### src/rtl/match_scheduler.sv
// Sequencer for a bank of string matchers: loads weights in passes of up to MW slots,
// streams the whole string per pass, collects each pass result and hands it off.
module match_scheduler #(
    parameter int DWIDTH               = 8,
    parameter int strlen               = 50,
    parameter int num                  = 4,
    parameter int groups               = 4,
    parameter int max_number_of_weight = num * groups,
    parameter int weight_num           = 20,
    localparam int MW  = max_number_of_weight,
    localparam int WN  = weight_num,
    localparam int WAW = (WN > 1) ? $clog2(WN) : 1,
    localparam int SLW = (MW > 1) ? $clog2(MW) : 1,
    localparam int SAW = (strlen > 1) ? $clog2(strlen) : 1,
    localparam int BW  = $clog2(WN + 1),
    localparam int KW  = $clog2(MW + 1)
) (
    input  logic              clk,
    input  logic              reset,
    input  logic              start,
    output logic              busy,
    output logic              done,
    output logic              w_rd,
    output logic [WAW-1:0]    w_addr,
    input  logic [DWIDTH-1:0] w_data,
    output logic              load_en,
    output logic [SLW-1:0]    load_slot,
    output logic [DWIDTH-1:0] load_data,
    output logic [MW-1:0]     slot_valid,
    output logic              s_rd,
    output logic [SAW-1:0]    s_addr,
    input  logic [DWIDTH-1:0] s_data,
    output logic              stream_valid,
    output logic [DWIDTH-1:0] stream_data,
    output logic              stream_last,
    input  logic              match_valid,
    input  logic [MW-1:0]     match_vec,
    output logic              res_valid,
    input  logic              res_ready,
    output logic [BW-1:0]     res_base,
    output logic [MW-1:0]     res_vec,
    output logic [2:0]        state_dbg
);

    typedef enum logic [2:0] {
        S_IDLE, S_LOAD, S_STREAM, S_WAIT, S_REPORT, S_DONE
    } state_t;

    state_t state_q, state_d;
    logic [BW-1:0]  base_q, base_d;
    logic [KW-1:0]  ld_k_q, ld_k_d;
    logic           busy_q, busy_d, done_q, done_d;
    logic           w_rd_q, w_rd_d, load_en_q, load_en_d;
    logic [WAW-1:0] w_addr_q, w_addr_d;
    logic [SLW-1:0] load_slot_q, load_slot_d;
    logic [MW-1:0]  slot_valid_q, slot_valid_d;
    logic           s_rd_q, s_rd_d, stream_valid_q, stream_valid_d;
    logic           stream_last_q, stream_last_d;
    logic [SAW-1:0] s_addr_q, s_addr_d;
    logic           res_valid_q, res_valid_d;
    logic [BW-1:0]  res_base_q, res_base_d;
    logic [MW-1:0]  res_vec_q, res_vec_d;
    logic [31:0]    rem_w, cnt_w, next_base_w;

    // Pass size: a full bank, or whatever weights remain on the last pass.
    assign rem_w       = 32'(WN) - 32'(base_q);
    assign cnt_w       = (rem_w < 32'(MW)) ? rem_w : 32'(MW);
    assign next_base_w = 32'(base_q) + cnt_w;

    // Result handshake: res_valid rises with stable res_base/res_vec and holds until a
    // cycle where res_ready is high; that edge is the transfer and res_valid then drops.
    always_comb begin
        state_d        = state_q;
        base_d         = base_q;
        ld_k_d         = ld_k_q;
        busy_d         = busy_q;
        done_d         = 1'b0;
        w_rd_d         = 1'b0;
        w_addr_d       = '0;
        load_en_d      = 1'b0;
        load_slot_d    = '0;
        slot_valid_d   = slot_valid_q;
        s_rd_d         = 1'b0;
        s_addr_d       = '0;
        stream_valid_d = 1'b0;
        stream_last_d  = 1'b0;
        res_valid_d    = 1'b0;
        res_base_d     = res_base_q;
        res_vec_d      = res_vec_q;
        case (state_q)
            S_IDLE: begin
                if (start) begin
                    state_d      = S_LOAD;
                    base_d       = '0;
                    busy_d       = 1'b1;
                    ld_k_d       = '0;
                    slot_valid_d = '0;
                    w_rd_d       = 1'b1;
                    w_addr_d     = '0;
                end
            end
            S_LOAD: begin
                load_en_d = w_rd_q;
                if (w_rd_q) begin
                    load_slot_d                  = SLW'(ld_k_q);
                    slot_valid_d[SLW'(ld_k_q)]   = 1'b1;
                end
                if (32'(ld_k_q) + 32'd1 < cnt_w) begin
                    w_rd_d   = 1'b1;
                    w_addr_d = WAW'(32'(base_q) + 32'(ld_k_q) + 32'd1);
                end
                if (32'(ld_k_q) == cnt_w) begin
                    state_d  = S_STREAM;
                    ld_k_d   = '0;
                    s_rd_d   = 1'b1;
                    s_addr_d = '0;
                end else begin
                    ld_k_d = ld_k_q + 1'b1;
                end
            end
            S_STREAM: begin
                stream_valid_d = s_rd_q;
                stream_last_d  = s_rd_q && (s_addr_q == SAW'(strlen - 1));
                if (s_rd_q && (s_addr_q != SAW'(strlen - 1))) begin
                    s_rd_d   = 1'b1;
                    s_addr_d = s_addr_q + 1'b1;
                end
                if (stream_last_q) state_d = S_WAIT;
            end
            S_WAIT: begin
                if (match_valid) begin
                    res_vec_d   = match_vec & slot_valid_q;
                    res_base_d  = base_q;
                    res_valid_d = 1'b1;
                    state_d     = S_REPORT;
                end
            end
            S_REPORT: begin
                if (res_ready) begin
                    res_base_d = '0;
                    res_vec_d  = '0;
                    base_d     = BW'(next_base_w);
                    if (next_base_w >= 32'(WN)) begin
                        state_d = S_DONE;
                        done_d  = 1'b1;
                    end else begin
                        state_d      = S_LOAD;
                        ld_k_d       = '0;
                        slot_valid_d = '0;
                        w_rd_d       = 1'b1;
                        w_addr_d     = WAW'(next_base_w);
                    end
                end else begin
                    res_valid_d = 1'b1;
                end
            end
            S_DONE: begin
                state_d = S_IDLE;
                busy_d  = 1'b0;
                base_d  = '0;
            end
            default: state_d = S_IDLE;
        endcase
    end

    always_ff @(posedge clk or negedge reset) begin
        if (!reset) begin
            state_q        <= S_IDLE;
            base_q         <= '0;
            ld_k_q         <= '0;
            busy_q         <= 1'b0;
            done_q         <= 1'b0;
            w_rd_q         <= 1'b0;
            w_addr_q       <= '0;
            load_en_q      <= 1'b0;
            load_slot_q    <= '0;
            slot_valid_q   <= '0;
            s_rd_q         <= 1'b0;
            s_addr_q       <= '0;
            stream_valid_q <= 1'b0;
            stream_last_q  <= 1'b0;
            res_valid_q    <= 1'b0;
            res_base_q     <= '0;
            res_vec_q      <= '0;
        end else begin
            state_q        <= state_d;
            base_q         <= base_d;
            ld_k_q         <= ld_k_d;
            busy_q         <= busy_d;
            done_q         <= done_d;
            w_rd_q         <= w_rd_d;
            w_addr_q       <= w_addr_d;
            load_en_q      <= load_en_d;
            load_slot_q    <= load_slot_d;
            slot_valid_q   <= slot_valid_d;
            s_rd_q         <= s_rd_d;
            s_addr_q       <= s_addr_d;
            stream_valid_q <= stream_valid_d;
            stream_last_q  <= stream_last_d;
            res_valid_q    <= res_valid_d;
            res_base_q     <= res_base_d;
            res_vec_q      <= res_vec_d;
        end
    end

    // Memory read data is only meaningful in the cycle after its strobe.
    assign load_data    = load_en_q ? w_data : '0;
    assign stream_data  = stream_valid_q ? s_data : '0;
    assign busy         = busy_q;
    assign done         = done_q;
    assign w_rd         = w_rd_q;
    assign w_addr       = w_addr_q;
    assign load_en      = load_en_q;
    assign load_slot    = load_slot_q;
    assign slot_valid   = slot_valid_q;
    assign s_rd         = s_rd_q;
    assign s_addr       = s_addr_q;
    assign stream_valid = stream_valid_q;
    assign stream_last  = stream_last_q;
    assign res_valid    = res_valid_q;
    assign res_base     = res_base_q;
    assign res_vec      = res_vec_q;
    assign state_dbg    = state_q;

endmodule

### config.mk
export PLATFORM = sky130hd
export DESIGN_NAME = match_scheduler
export DESIGN_NICKNAME = d
export VERILOG_FILES = /design/src/rtl/match_scheduler.sv
export SDC_FILE = /design/constraint.sdc
export NUM_CORES = 1
export LEC_CHECK = 0
export ABC_AREA = 1
export CAP_MARGIN = 20
export CORE_UTILIZATION = 44
export DETAILED_ROUTE_END_ITERATION = 8
export HOLD_SLACK_MARGIN = 0.05
export PLACE_DENSITY = 0.77
export SLEW_MARGIN = 15
export SYNTH_ARGS = -nofsm -noshare
export SYNTH_HDL_FRONTEND = slang
export SYNTH_SLANG_ARGS = --single-unit
### constraint.sdc
create_clock -name clk -period 2.74 [get_ports clk]
set_input_delay 0.411 -clock clk [delete_from_list [all_inputs] [get_ports clk]]
set_output_delay 0.411 -clock clk [all_outputs]
set_load 0.02 [all_outputs]
==> results.txt, run 1 <==
Status: finished with violations
Failing checks: negative setup slack
GR Layer Usage met2: 0.3998
HPWL Detailed: 8241 um
Fmax: 358.2 MHz
Clock Path Buffers: 2
DR pass1 iterations: 4
Grt ovf: 0
Post-Layout Cell Count: 787
IO Port Bufs: 115
Critical path endpoint category: flip-flop
Drt wl/cell: 14.46 um
Synth Area in Adders: 0.08415
Post-synthesis sequential area ratio: 0.4451
Worst Reg-to-Reg Cells: 21
Clock root buffer: clkbuf_8
Simple-gate share of the synthesized area: 0.2567
Switch Pwr: 528.1 uW
First-pass GRT wire length: 18480 um
GRT Max-Usage Layer: met2
Antenna diode instance count: 0
FF+latch count, synth: 73
Critical setup path kind: flip-flop to flip-flop
Static Leak: 2.897 nW
Largest family of logic cells by synthesized area: simple AND/OR/NAND/NOR gates
Cell Count Post-Placement: 765
Reg-to-reg startpoint: base_q[0]
All-Layer GR Usage: 0.2416
# fillers: 761
DR vias: 4087
Tcrit/Tclk final: 1.019
Compound-gate portion of the synthesized area: 0.1113
HP Class: input pin to asynchronous set/reset pin
# hold bufs at CTS: 0
Total CTS buffers: 9
CTS H-Tree Depth: 3
Clk network pwr share: 0.446
Area growth syn-to-layout: 47.50%
Clock skew: 0.01100 ns
Fin crit period: 2.792 ns
Peak VDD IR: 0.2804 mV
Initial Util: 0.4616
Die height: 98.58 um
Final-report hold violation count: 0
Final slew viol count: 0
Total power per unit cell area: 382.4 mW/mm2
Drt drc: 0
Post-synthesis mux area share: 0
Final WS setup: -0.05198 ns
Fraction of layout instances using a drive strength above 1: 0.1340
Met1 Usage GRT: 0.3209
Crit Path Max Fanout: 8
Cell Area, Placed: 0.005602 mm2
Worst-Skew Late Latency: 0.35 ns
Worst-Margin Slew: 0.9203 ns
DR vias/cell: 5.193
Routability cong.: 0.9151
Reg2reg setup slack: -0.05 ns
Required time worst endpoint: 2.98 ns
Worst Path Arrival: 3.03 ns
FP Rows: 34
Vias in the first global route: 3888
Post-Route WL: 11380 um
DRT antenna net count: 0
Clk sinks: 73
Setup violations, final: 13
Die width: 98.58 um
XOR/XNOR Fraction of Synth Area: 0.02134
Die Area: 0.009717 mm2
Initial antenna violation count: 0
GR Util met3: 0.04468
CTS tree: built
Mapped Area: 0.004104 mm2
Worst setup startpoint: base_q[0]
Internal power: 1.787 mW
Largest net degree at the start of global routing: 74
CP Launch Type: flip-flop
Nets: 738
Post-Syn Instances: 520
Seq pwr share: 0.468
Syn_area_per_cell: 7.892 um2
Relative slew slack: 0.3865
Ports: 116
Final std cell area, no fill: 0.006053 mm2
Overall power: 2.315 mW
Sw Share: 0.2281
Core box area: 0.008891 mm2
Unique masters post-synth: 32
RSZ-0062 raised after global routing: yes
Count of warnings emitted by yosys: 0
Combinational share of power: 0.086
Max cap viols: 0
FF-to-FF End: slot_valid[0]
CTS clock-pin slew for the worst setup and hold paths: 0.08 ns
Starting DRT DRC Count: 267
## power groups by stage
stage / registers, mW / clock network (mW) / logic, mW
detailed placement: 1.10 / 0 / 0.176
global route: 1.08 / 1.09 / 0.221
finish: 1.08 / 1.03 / 0.199
CTS: 1.08 / 1.04 / 0.179
floorplan: 1.10 / 0 / 0.0782
global placement: 1.10 / 0 / 0.173
## per-stage QoR
step	util	TNS (ns)	setup slack [ns]	hold slack (ns)
after global placement	0.6300	0	0.02082	0.4680
final	0.6808	-0.2488	-0.05198	0.1957
after floorplan	-	-0.6766	-0.05686	0.1154
after detailed placement	0.6300	-0.3929	-0.04033	0.4747
after global routing	0.6808	-4.187	-0.2073	0.2749
after CTS	0.6609	0	0.002529	0.2226
## cell type report
type / count / area (um2) / share of cell area
Tap cell: 108 / 135.1 / 0.02232
Clock buffer: 10 / 127.6 / 0.02108
Sequential cell: 73 / 1827 / 0.3018
Clock inverter: 6 / 115.1 / 0.01902
Inverter: 67 / 254.0 / 0.04196
Timing Repair Buffer: 143 / 1405 / 0.2321
Multi-Input combinational cell: 380 / 2190 / 0.3617
## repair_timing
| action | in CTS | in global routing |
|---|---|---|
| setup buffers | 0 | 5 |
| resized for setup | 7 | 31 |
| setup endpoints to repair | 19 | 29 |
| cloned | 0 | 1 |
| pin swaps | 1 | 21 |
## worst max-delay path by stage
stage          slack, ns        endpoint  cells past startpoint
6_report           -0.05   slot_valid[0]                     21
5_1_grt            -0.21   slot_valid[0]                     21
4_1_cts            0.003  slot_valid[11]                     21
3_5_place_dp       -0.04   slot_valid[3]                     20
3_3_place_gp        0.02            done                     17
2_1_floorplan      -0.06  slot_valid[10]                     22
## cell usage after synthesis
master | count | area share
nand2_1 | 127 | 0.12
dfrtp_1 | 73 | 0.45
inv_1 | 65 | 0.059
nand3_1 | 54 | 0.066
o21ai_0 | 41 | 0.050
nor2_1 | 38 | 0.035
a21oi_1 | 30 | 0.037
ha_1 | 26 | 0.079
clkbuf_1 | 11 | 0.010
nor3_1 | 7 | 0.0085
xor2_1 | 6 | 0.013
nand2_2 | 5 | 0.0076
nand4_1 | 4 | 0.0061
xnor2_1 | 4 | 0.0085
buf_6 | 3 | 0.0082
nor3b_1 | 3 | 0.0055
o21bai_1 | 3 | 0.0055
a21oi_2 | 2 | 0.0043
conb_1 | 2 | 0.0018
nand3_2 | 2 | 0.0049
o211ai_1 | 2 | 0.0037
o31ai_1 | 2 | 0.0037
and3_1 | 1 | 0.0015
clkinv_1 | 1 | 0.00091
fa_1 | 1 | 0.0049
inv_2 | 1 | 0.00091
nand2_4 | 1 | 0.0027
nor2_2 | 1 | 0.0015
o21ai_4 | 1 | 0.0040
o22ai_1 | 1 | 0.0015
o32ai_1 | 1 | 0.0021
or2_2 | 1 | 0.0015
## layer usage
layer  up-vias  part of all wire
met5         -                 0
met4         0             0.013
met2       167              0.47
met1      1929              0.45
met3        11             0.067
li1       1980                 -
## worst max-delay path, stage by stage, from the launching register on
cell and delay (ns):
dfrtp_1 0.43, inv_2 0.10, ha_4 0.14, inv_4 0.04, nand2_4 0.07, nand3_4 0.07, o21ai_4 0.22, nand2_2 0.09
inv_2 0.07, ha_4 0.20, o21ai_2 0.05, nand2_1 0.08, a21oi_2 0.15, ha_1 0.16, nand3_2 0.09, a21oi_2 0.11
nand2_1 0.07, nand2_2 0.11, nand2_8 0.10, clkbuf_16 0.21, nand3_2 0.06, nand2_1 0.06
## sequential cells by signal, indices dropped and copies added (netlist names)
name	flops
base_q	5
slot_valid	16
res_vec	16
stream_valid	1
s_rd	1
busy	1
w_addr	5
ld_k_q	5
stream_last	1
s_addr	6
state_dbg	3
load_slot	4
w_rd	1
load_en	1
done	1
res_valid	1
res_base	5
## cells in the final DEF, fill, tap and decap left out, types with 3 or more instances in the layout
cell type and count:
a21oi_1 26, a21oi_2 6, buf_4 25, bufinv_16 3, clkbuf_8 9, clkdlybuf4s50_1 114, conb_1 16, dfrtp_1 73
ha_1 24, inv_1 61, inv_2 4, nand2_1 118, nand2_2 9, nand2_4 4, nand3_1 43, nand3_2 11
nand4_1 4, nor2_1 37, nor3_1 6, nor3b_1 3, o21ai_0 34, o21ai_1 6, o21bai_1 3, xnor2_1 4
xor2_1 6
## kinds of logic after synthesis
group                    count (synthesis)
adder cells (fa/ha/maj)                 27
AND/OR/NAND/NOR                        244
other                                    2
buffers and inverters                   81
AO/OA/AOI/OAI                           83
XOR/XNOR                                10
flip-flops                              73
Power figures use the tool's default switching activity.
==> run 2, diff against run 1 <==
--- a/config.mk
+++ b/config.mk
@@ -7,10 +7,9 @@
 export LEC_CHECK = 0
 export ABC_AREA = 1
 export CAP_MARGIN = 20
-export CORE_UTILIZATION = 44
+export CORE_UTILIZATION = 25
 export DETAILED_ROUTE_END_ITERATION = 8
 export HOLD_SLACK_MARGIN = 0.05
-export PLACE_DENSITY = 0.77
 export SLEW_MARGIN = 15
 export SYNTH_ARGS = -nofsm -noshare
 export SYNTH_HDL_FRONTEND = slang
==> constraint.sdc (replaced) <==
create_clock -name clk -period 2.74 [get_ports clk]
set_input_delay 0.685 -clock clk [delete_from_list [all_inputs] [get_ports clk]]
set_output_delay 0.685 -clock clk [all_outputs]
set_load 0.02 [all_outputs]
==> run 2 against run 1 <==
Via count is 4.2% lower. Setup slack better by 0.068 ns. Critical path type unchanged. Highest routed layer unchanged. Final cell count is 14% higher. The flow now finishes without violations. Core utilization is 29 points lower. Critical path depth stayed put. First-iteration DRC count is 42% lower. Cell area is 3.2% higher. Largest power group is now clock.
==> results.txt, run 2 (same netlist as run 1, synthesis figures left out) <==
Overall power: 2.718 mW (+17%)
Clock skew: 0.005523 ns (-0.005481 ns)
Final Util: 0.3918 (-0.2891)
Setup tns final: 0 ns (+0.2488 ns)
Fmax: 367.1 MHz (+2.5%)
Seq pwr share: 0.399 (-0.069)
Crit Path Max Fanout: 7 (-1)
Status: completed
Final slew viol count: 0 (unchanged)
Setup violations, final: 0 (-13)
Post-Layout Cell Count: 899 (+14%)
Peak VDD IR: 0.3180 mV (+13%)
Starting DRT DRC Count: 155 (-42%)
Clock root buffer: clkbuf_16
Internal power: 2.160 mW (+21%)
Die height: 130.1 um (+32%)
Relative slew slack: 0.4053 (+0.01882)
Initial Util: 0.2574 (-0.2042)
Worst-Margin Slew: 0.8852 ns (-0.03504 ns)
Worst-Skew Late Latency: 0.34 ns (about the same)
First-pass GRT wire length: 18400 um (-0.45%)
Die width: 130.1 um (+32%)
Switch Pwr: 558.8 uW (+5.8%)
Die Area: 0.01693 mm2 (+74%)
Most frequent cells in the layout: nand2_1, clkdlybuf4s50_1, dfrtp_1
Commonest non-fill, non-tap cell in the layout: nand2_1
Drt wl/cell: 12.80 um (-11%)
Nets: 742 (+0.54%)
CTS H-Tree Depth: 3 (unchanged)
IO Port Bufs: 115 (unchanged)
Tcrit/Tclk final: 0.9941 (-0.02489)
Critical path endpoint category: flip-flop
Antenna diode instance count: 0 (unchanged)
Total power per unit cell area: 435.2 mW/mm2 (+14%)
Clk network pwr share: 0.528 (+0.082)
Initial antenna violation count: 0 (unchanged)
Total CTS buffers: 9 (unchanged)
FF-to-FF End: w_addr[4]
DRT antenna net count: 0 (unchanged)
Largest net degree at the start of global routing: 46 (-38%)
Reg-to-reg startpoint: base_q[0]
Vias in the first global route: 3644 (-6.3%)
Cell Count Post-Placement: 880 (+15%)
Fraction of layout instances using a drive strength above 1: 0.1230 (-0.01103)
Cell Area, Placed: 0.005802 mm2 (+3.6%)
Post-Route WL: 11510 um (+1.2%)
Final WS setup: 0.01623 ns (+0.06821 ns)
Clk sinks: 73 (unchanged)
RSZ-0062 raised after global routing: yes
Max cap viols: 0 (unchanged)
CTS clock-pin slew for the worst setup and hold paths: 0.06 ns (-0.02 ns)
Place WS: -0.1624 ns (-0.1221 ns)
FP Rows: 46 (+35%)
HPWL Detailed: 8772 um (+6.4%)
Worst Reg-to-Reg Cells: 21 (unchanged)
Clock Path Buffers: 2 (unchanged)
Final std cell area, no fill: 0.006246 mm2 (+3.2%)
Fin crit period: 2.724 ns (-0.06821 ns)
CP Launch Type: flip-flop
Combinational share of power: 0.073 (-0.013)
Area growth syn-to-layout: 52.20%
Worst hold slack: 0.2589 ns (+0.06312 ns)
Sw Share: 0.2055 (-0.02260)
Ports: 116 (unchanged)
Reg2reg setup slack: 0.02 ns (+0.07 ns)
Core box area: 0.01594 mm2 (+79%)
HP Class: input pin to asynchronous set/reset pin
Routability cong.: 0.8262 (-9.7%)
Final-report hold violation count: 0 (unchanged)
Grt ovf: 0 (unchanged)
All-Layer GR Usage: 0.1421 (-0.09952)
Worst Path Arrival: 2.97 ns (-0.06 ns)
CTS tree: built
Drt drc: 0 (unchanged)
Critical setup path kind: flip-flop to flip-flop
DR vias: 3917 (-4.2%)
Required time worst endpoint: 2.98 ns (about the same)
DR pass1 iterations: 8 (+4)
DR vias/cell: 4.357 (-16%)
Static Leak: 2.959 nW (+2.1%)
[run 2: power groups by stage]
stage	Sequential [mW]	Combinational, mW	Clock [mW]
finish	1.08	0.198	1.44
global route	1.08	0.224	1.51
CTS	1.08	0.196	1.46
detailed placement	1.10	0.186	0
global placement	1.10	0.185	0
floorplan	1.10	0.0782	0
[run 2: metal layers]
| layer | part of all wire | routed length [um] | GRT usage |
|---|---|---|---|
| met4 | 0.017 | 190 | 0.05540 |
| met1 | 0.49 | 5625 | 0.1922 |
| met3 | 0.065 | 749 | 0.03895 |
| met5 | 0 | 0 | 0 |
| met2 | 0.43 | 4944 | 0.2143 |
[run 2: worst max-delay path by stage]
stage                     cells after the start              to  startpoint
after floorplan                              22  slot_valid[10]   base_q[1]
after global placement                       15       w_addr[4]   base_q[0]
after detailed placement                     15       w_addr[4]   base_q[0]
after CTS                                    17       w_addr[1]   base_q[0]
after global routing                         17       w_addr[1]   base_q[0]
final                                        21       w_addr[4]   base_q[0]
[run 2: cell type report]
type                    count  area (um2)
repair buffers            147        1430
clock buffers              10       229.0
clock inverters             6       130.1
flip-flops and latches     73        1827
fillers                  1634        9697
inverters                  67       251.5
multi-input cells         380        2108
well taps                 216       270.3
[run 2: timing repair]
| action | in CTS | in global routing |
|---|---|---|
| buffers inserted | 3 | 1 |
| gates resized for setup | 12 | 6 |
| pin swaps | 8 | 0 |
| gates cloned | 0 | 0 |
| endpoints found under the setup margin | 27 | 29 |
| hold buffers | 0 | 0 |
[run 2: worst max-delay path: stages (launching register included)]
cell and delay (ns):
dfrtp_1 0.40, inv_2 0.08, ha_4 0.13, inv_2 0.04
nand2_2 0.07, nand3_2 0.08, o21ai_4 0.28, buf_6 0.15
nand3_2 0.08, a21oi_2 0.16, o21ai_2 0.06, nand2_1 0.07
a21oi_2 0.05, ha_1 0.30, nand3_2 0.09, a21oi_2 0.04
nand2_1 0.07, nand2_2 0.07, nor2_1 0.09, buf_4 0.14
nand2_1 0.05, o21ai_1 0.13
==> RTL change 1 (config.mk and constraints of run 1) <==
Reset style: synchronous (`reset`), changed in one clocked block.
--- a/src/rtl/match_scheduler.sv
+++ b/src/rtl/match_scheduler.sv
@@ -165,3 +165,3 @@
 
-    always_ff @(posedge clk or negedge reset) begin
+    always_ff @(posedge clk) begin
         if (!reset) begin
Formal check against the unedited RTL: differs if reset is asserted again (counterexample within 4 cycles, from zero or initial values and one cycle with reset low); with reset held inactive, the same outputs for 10 cycles.
==> RTL change 1 against run 1 <==
The flow still finishes with violations (negative setup slack); utilization grew 0.75 points; critical path depth is 3 higher; wire length is 4.7% lower; highest routed layer unchanged; clock skew grew 0.87 ps; area after synthesis decreased by 5.3%; setup slack lost 170 ps; global-route usage is 0.64 points lower; design area fell by 4.7%; sequential cell count unchanged.
Power is not compared: it rests on default switching activity, and its combinational part moved more than twofold at a synthesized area within 25%.
==> RTL change 1: results <==
metrics = {
    "layout": {
        "diodes": 0,
        "non_clock_buffer_count": 150,
        "finalNetCount": 766,
        "num-nonclk-inverters": 86,
        "ff_latch_area_um2": 1470,
        "multi_input_area_um2": 2250,
        "fillers": 680,
        "nMultiInputCombCells": 379,
        "clock_area_share_pct": 2.99,
        "multi_input_area_share_pct": 39.0,
        "drive_gt1_share_pct": 14.5,
    },
    "routing": {
        "drtIter0Drc": 196,
        "drt-met1-wl_mm": 4.75,
        "via_per_inst": 5.07,
        "wl_met2_mm": 5.33,
        "dr_wl_met3_um": 573,
        "drt_pass1_iterations": 7,
        "num_vias": 4105,
    },
    "placement": {
        "dp_hpwl_mm": 8.02,
        "place_inst": 780,
        "placed_area_um2": 5370,
        "dp_worst_setup_slack_ps": -244,
        "routabilityCongestion": 0.929,
    },
    "yosys": {
        "ys_async_sr_fraction_pct": 0,
        "synthTopCellsByArea": "dfxtp_1 38%, ha_1 9.3%, nand2_1 9.0%",
        "synth_commonest_cells": "93 x nand2_1, 85 x inv_1, 73 x dfxtp_1",
        "ys_seq_area_share_pct": 37.6,
        "syn_avg_cell_area_um2": 7.22,
        "synth_cell_types": 34,
    },
    "sta": {
        "clock_skew_ps": 11.9,
        "setup_violations": 29,
        "timing.hold.ws_ps": 474,
        "tightestPinTransition_ps": 514,
        "finalSetupTns_ps": -4970,
        "setup_ws_ps": -219,
    },
    "run_status": {
        "violations": "negative setup slack",
        "outcome": "finished with violations",
    },
    "power_and_ir_drop": {
        "p_int_uw": 2130,
    },
    "worst_setup_path": {
        "arrival_ps": 3240,
    },
    "global_route": {
        "use_met3_pct": 3.40,
        "grt_pass1_wl_mm": 16.8,
        "grt_pass1_vias": 3640,
        "gr-usage-met2_pct": 39.3,
        "grt_max_degree": 33,
        "grtUsageTotal_pct": 23.5,
    },
}
[RTL change 1: repair_timing]
action                     4_1_cts  5_1_grt
cloned                           1        0
resized for setup               10       19
setup buffers                    9        3
setup endpoints to repair       29       29
hold buffers                     0        0
pin swaps                       17       14
[RTL change 1: kinds of logic (layout without fill, tap and decap cells)]
kind of cell	after synthesis	in the layout	synth area share, %
and+or+nand+nor	226	227	26.3
buffers and inverters	103	252	10.7
xor gates and xnor gates	11	11	2.48
DFF	73	73	37.6
other	2	18	0.193
AOI/OAI and AO/OA	93	93	12.9
adders and majority gates	30	30	9.85
[RTL change 1: worst paths after layout]
| check | startpoint | to | cells after the start |
|---|---|---|---|
| max | base_q[0] | slot_valid[13] | 24 |
| min | s_rd | stream_last | 2 |
| max reg2reg | base_q[0] | slot_valid[13] | 24 |
| min reg2reg | s_rd | stream_last | 2 |
==> RTL change 2 (config.mk and constraints of run 1) <==
Without the edit above. `groups`: 4 -> 8.
--- a/src/rtl/match_scheduler.sv
+++ b/src/rtl/match_scheduler.sv
@@ -6,3 +6,3 @@
     parameter int num                  = 4,
-    parameter int groups               = 4,
+    parameter int groups               = 8,
     parameter int max_number_of_weight = num * groups,
Ports: changed (resized load_slot, match_vec, res_vec and slot_valid); port bits go from 116 to 165. The function was not compared with the original's and may differ.
==> RTL change 2 against run 1 <==
Wire length grew 34%; cell count is 32% higher; design area grew 28%; setup slack better by 280 ps; area after synthesis rose by 37%; total power rose by 30%; sequential cell count grew 34.
==> RTL change 2: results <==
metrics = {
    "layout": {
        "drive_gt1_share_pct": 5.76,
        "finalNetCount": 936,
        "fillers": 1075,
    },
    "clocking": {
        "root_buffer": "clkbuf_16",
        "numCtsBuffers": 9,
        "htreeDepth": 3,
        "clock_latency_ps": 350,
    },
    "placement": {
        "placed_area_um2": 7440,
        "dp_worst_setup_slack_ps": 6.35,
        "routabilityCongestion": 0.900,
        "dp_hpwl_mm": 10.6,
        "port_buffers": 164,
    },
    "global_route": {
        "grt_pass1_vias": 5058,
        "grtUsageTotal_pct": 24.0,
        "antenna_found_initial": 0,
        "grt_max_degree": 65,
        "grt_pass1_wl_mm": 24.8,
    },
    "sta": {
        "clock_skew_ps": 8.26,
        "slew_headroom_pct": 50.5,
    },
    "run_status": {
        "outcome": "finished clean",
    },
    "power_and_ir_drop": {
        "leakage_uw": 0.00363,
        "vdd_drop_max_mv": 0.265,
    },
    "routing": {
        "via_per_inst": 5.18,
        "drtIter0Drc": 330,
        "drt_pass1_iterations": 5,
        "wl_per_cell_um": 14.7,
    },
    "worst_setup_path": {
        "slowest_delay_ps": 410,
        "crit_fanout": 16,
        "arrival_ps": 2750,
    },
    "yosys": {
        "ys_seq_area_share_pct": 47.8,
        "ys_async_sr_fraction_pct": 100,
        "synthFlopType": "dfrtp_1",
        "synth_commonest_cells": "159 x nand2_1, 107 x dfrtp_1, 86 x nor2_1",
        "synthTopCellsByArea": "dfrtp_1 48%, nand2_1 11%, a21oi_1 6.6%",
        "synth_cell_types": 39,
        "yosys_warnings": 0,
    },
}
-- RTL change 2: cells by family (layout without fill, tap and decap cells) --
| logic type | count (synthesis) | in the layout | share of synthesized area, % |
|---|---|---|---|
| mux | 1 | 1 | 0.179 |
| fa+ha+maj | 20 | 20 | 4.60 |
| simple gates | 357 | 358 | 27.9 |
| compound gates | 103 | 103 | 9.91 |
| xor+xnor | 9 | 9 | 1.41 |
| flops | 107 | 107 | 47.8 |
| buf+inv | 108 | 270 | 8.24 |
-- RTL change 2: area by class of cell --
| type | instances | share of cell area (%) |
|---|---|---|
| Tap cell | 168 | 2.71 |
| Inverter | 74 | 3.58 |
| Clock inverter | 6 | 0.806 |
| Timing Repair Buffer | 180 | 23.3 |
| Multi-Input combinational cell | 491 | 32.2 |
| Clock buffer | 10 | 2.95 |
| Sequential cell | 107 | 34.5 |
-- RTL change 2: where the power goes --
| group | switching, uW | leakage, uW | internal [uW] |
|---|---|---|---|
| Combinational | 76.2 | 0.00205 | 87.3 |
| Clock | 626 | 0.000142 | 638 |
| Sequential | 2.22 | 0.00143 | 1580 |
-- RTL change 2: metal layers --
layer / global-route usage [%] / part of all wire (%) / vias up
met4: 8.66 / 1.8 / 0
met3: 5.17 / 6.7 / 19
met2: 39.0 / 47 / 202
li1: - / - / 2635
met5: 0 / 0 / -
met1: 31.8 / 44 / 2507
-- RTL change 2: worst paths after layout --
path	startpoint	endpoint	slack (ps)	cells past startpoint
setup / recovery	base_q[1]	slot_valid[28]	230	14
hold / removal	reset	s_addr[5]	130	1
setup reg to reg	base_q[1]	slot_valid[28]	230	14
hold reg to reg	res_base[2]	res_base[2]	520	2
max in group asynchronous	reset	s_addr[1]	1930	2
min in group clk	res_base[2]	res_base[2]	520	2
-- RTL change 2: stage by stage --
step	total power [uW]	hold slack, ps	util (%)	std cells
floorplan	1650	115	-	705
global placement	1770	502	60.9	1019
detailed placement	1780	515	60.9	1019
CTS	3030	149	63.4	1036
global route	3120	178	63.6	1036
finish	3010	129	63.6	1036
-- RTL change 2: what timing repair did --
action,4_1_cts,5_1_grt
setup endpoints to repair,4,40
buffers inserted,0,0
hold buffers,0,0
cloned,1,0
gates resized for setup,0,4
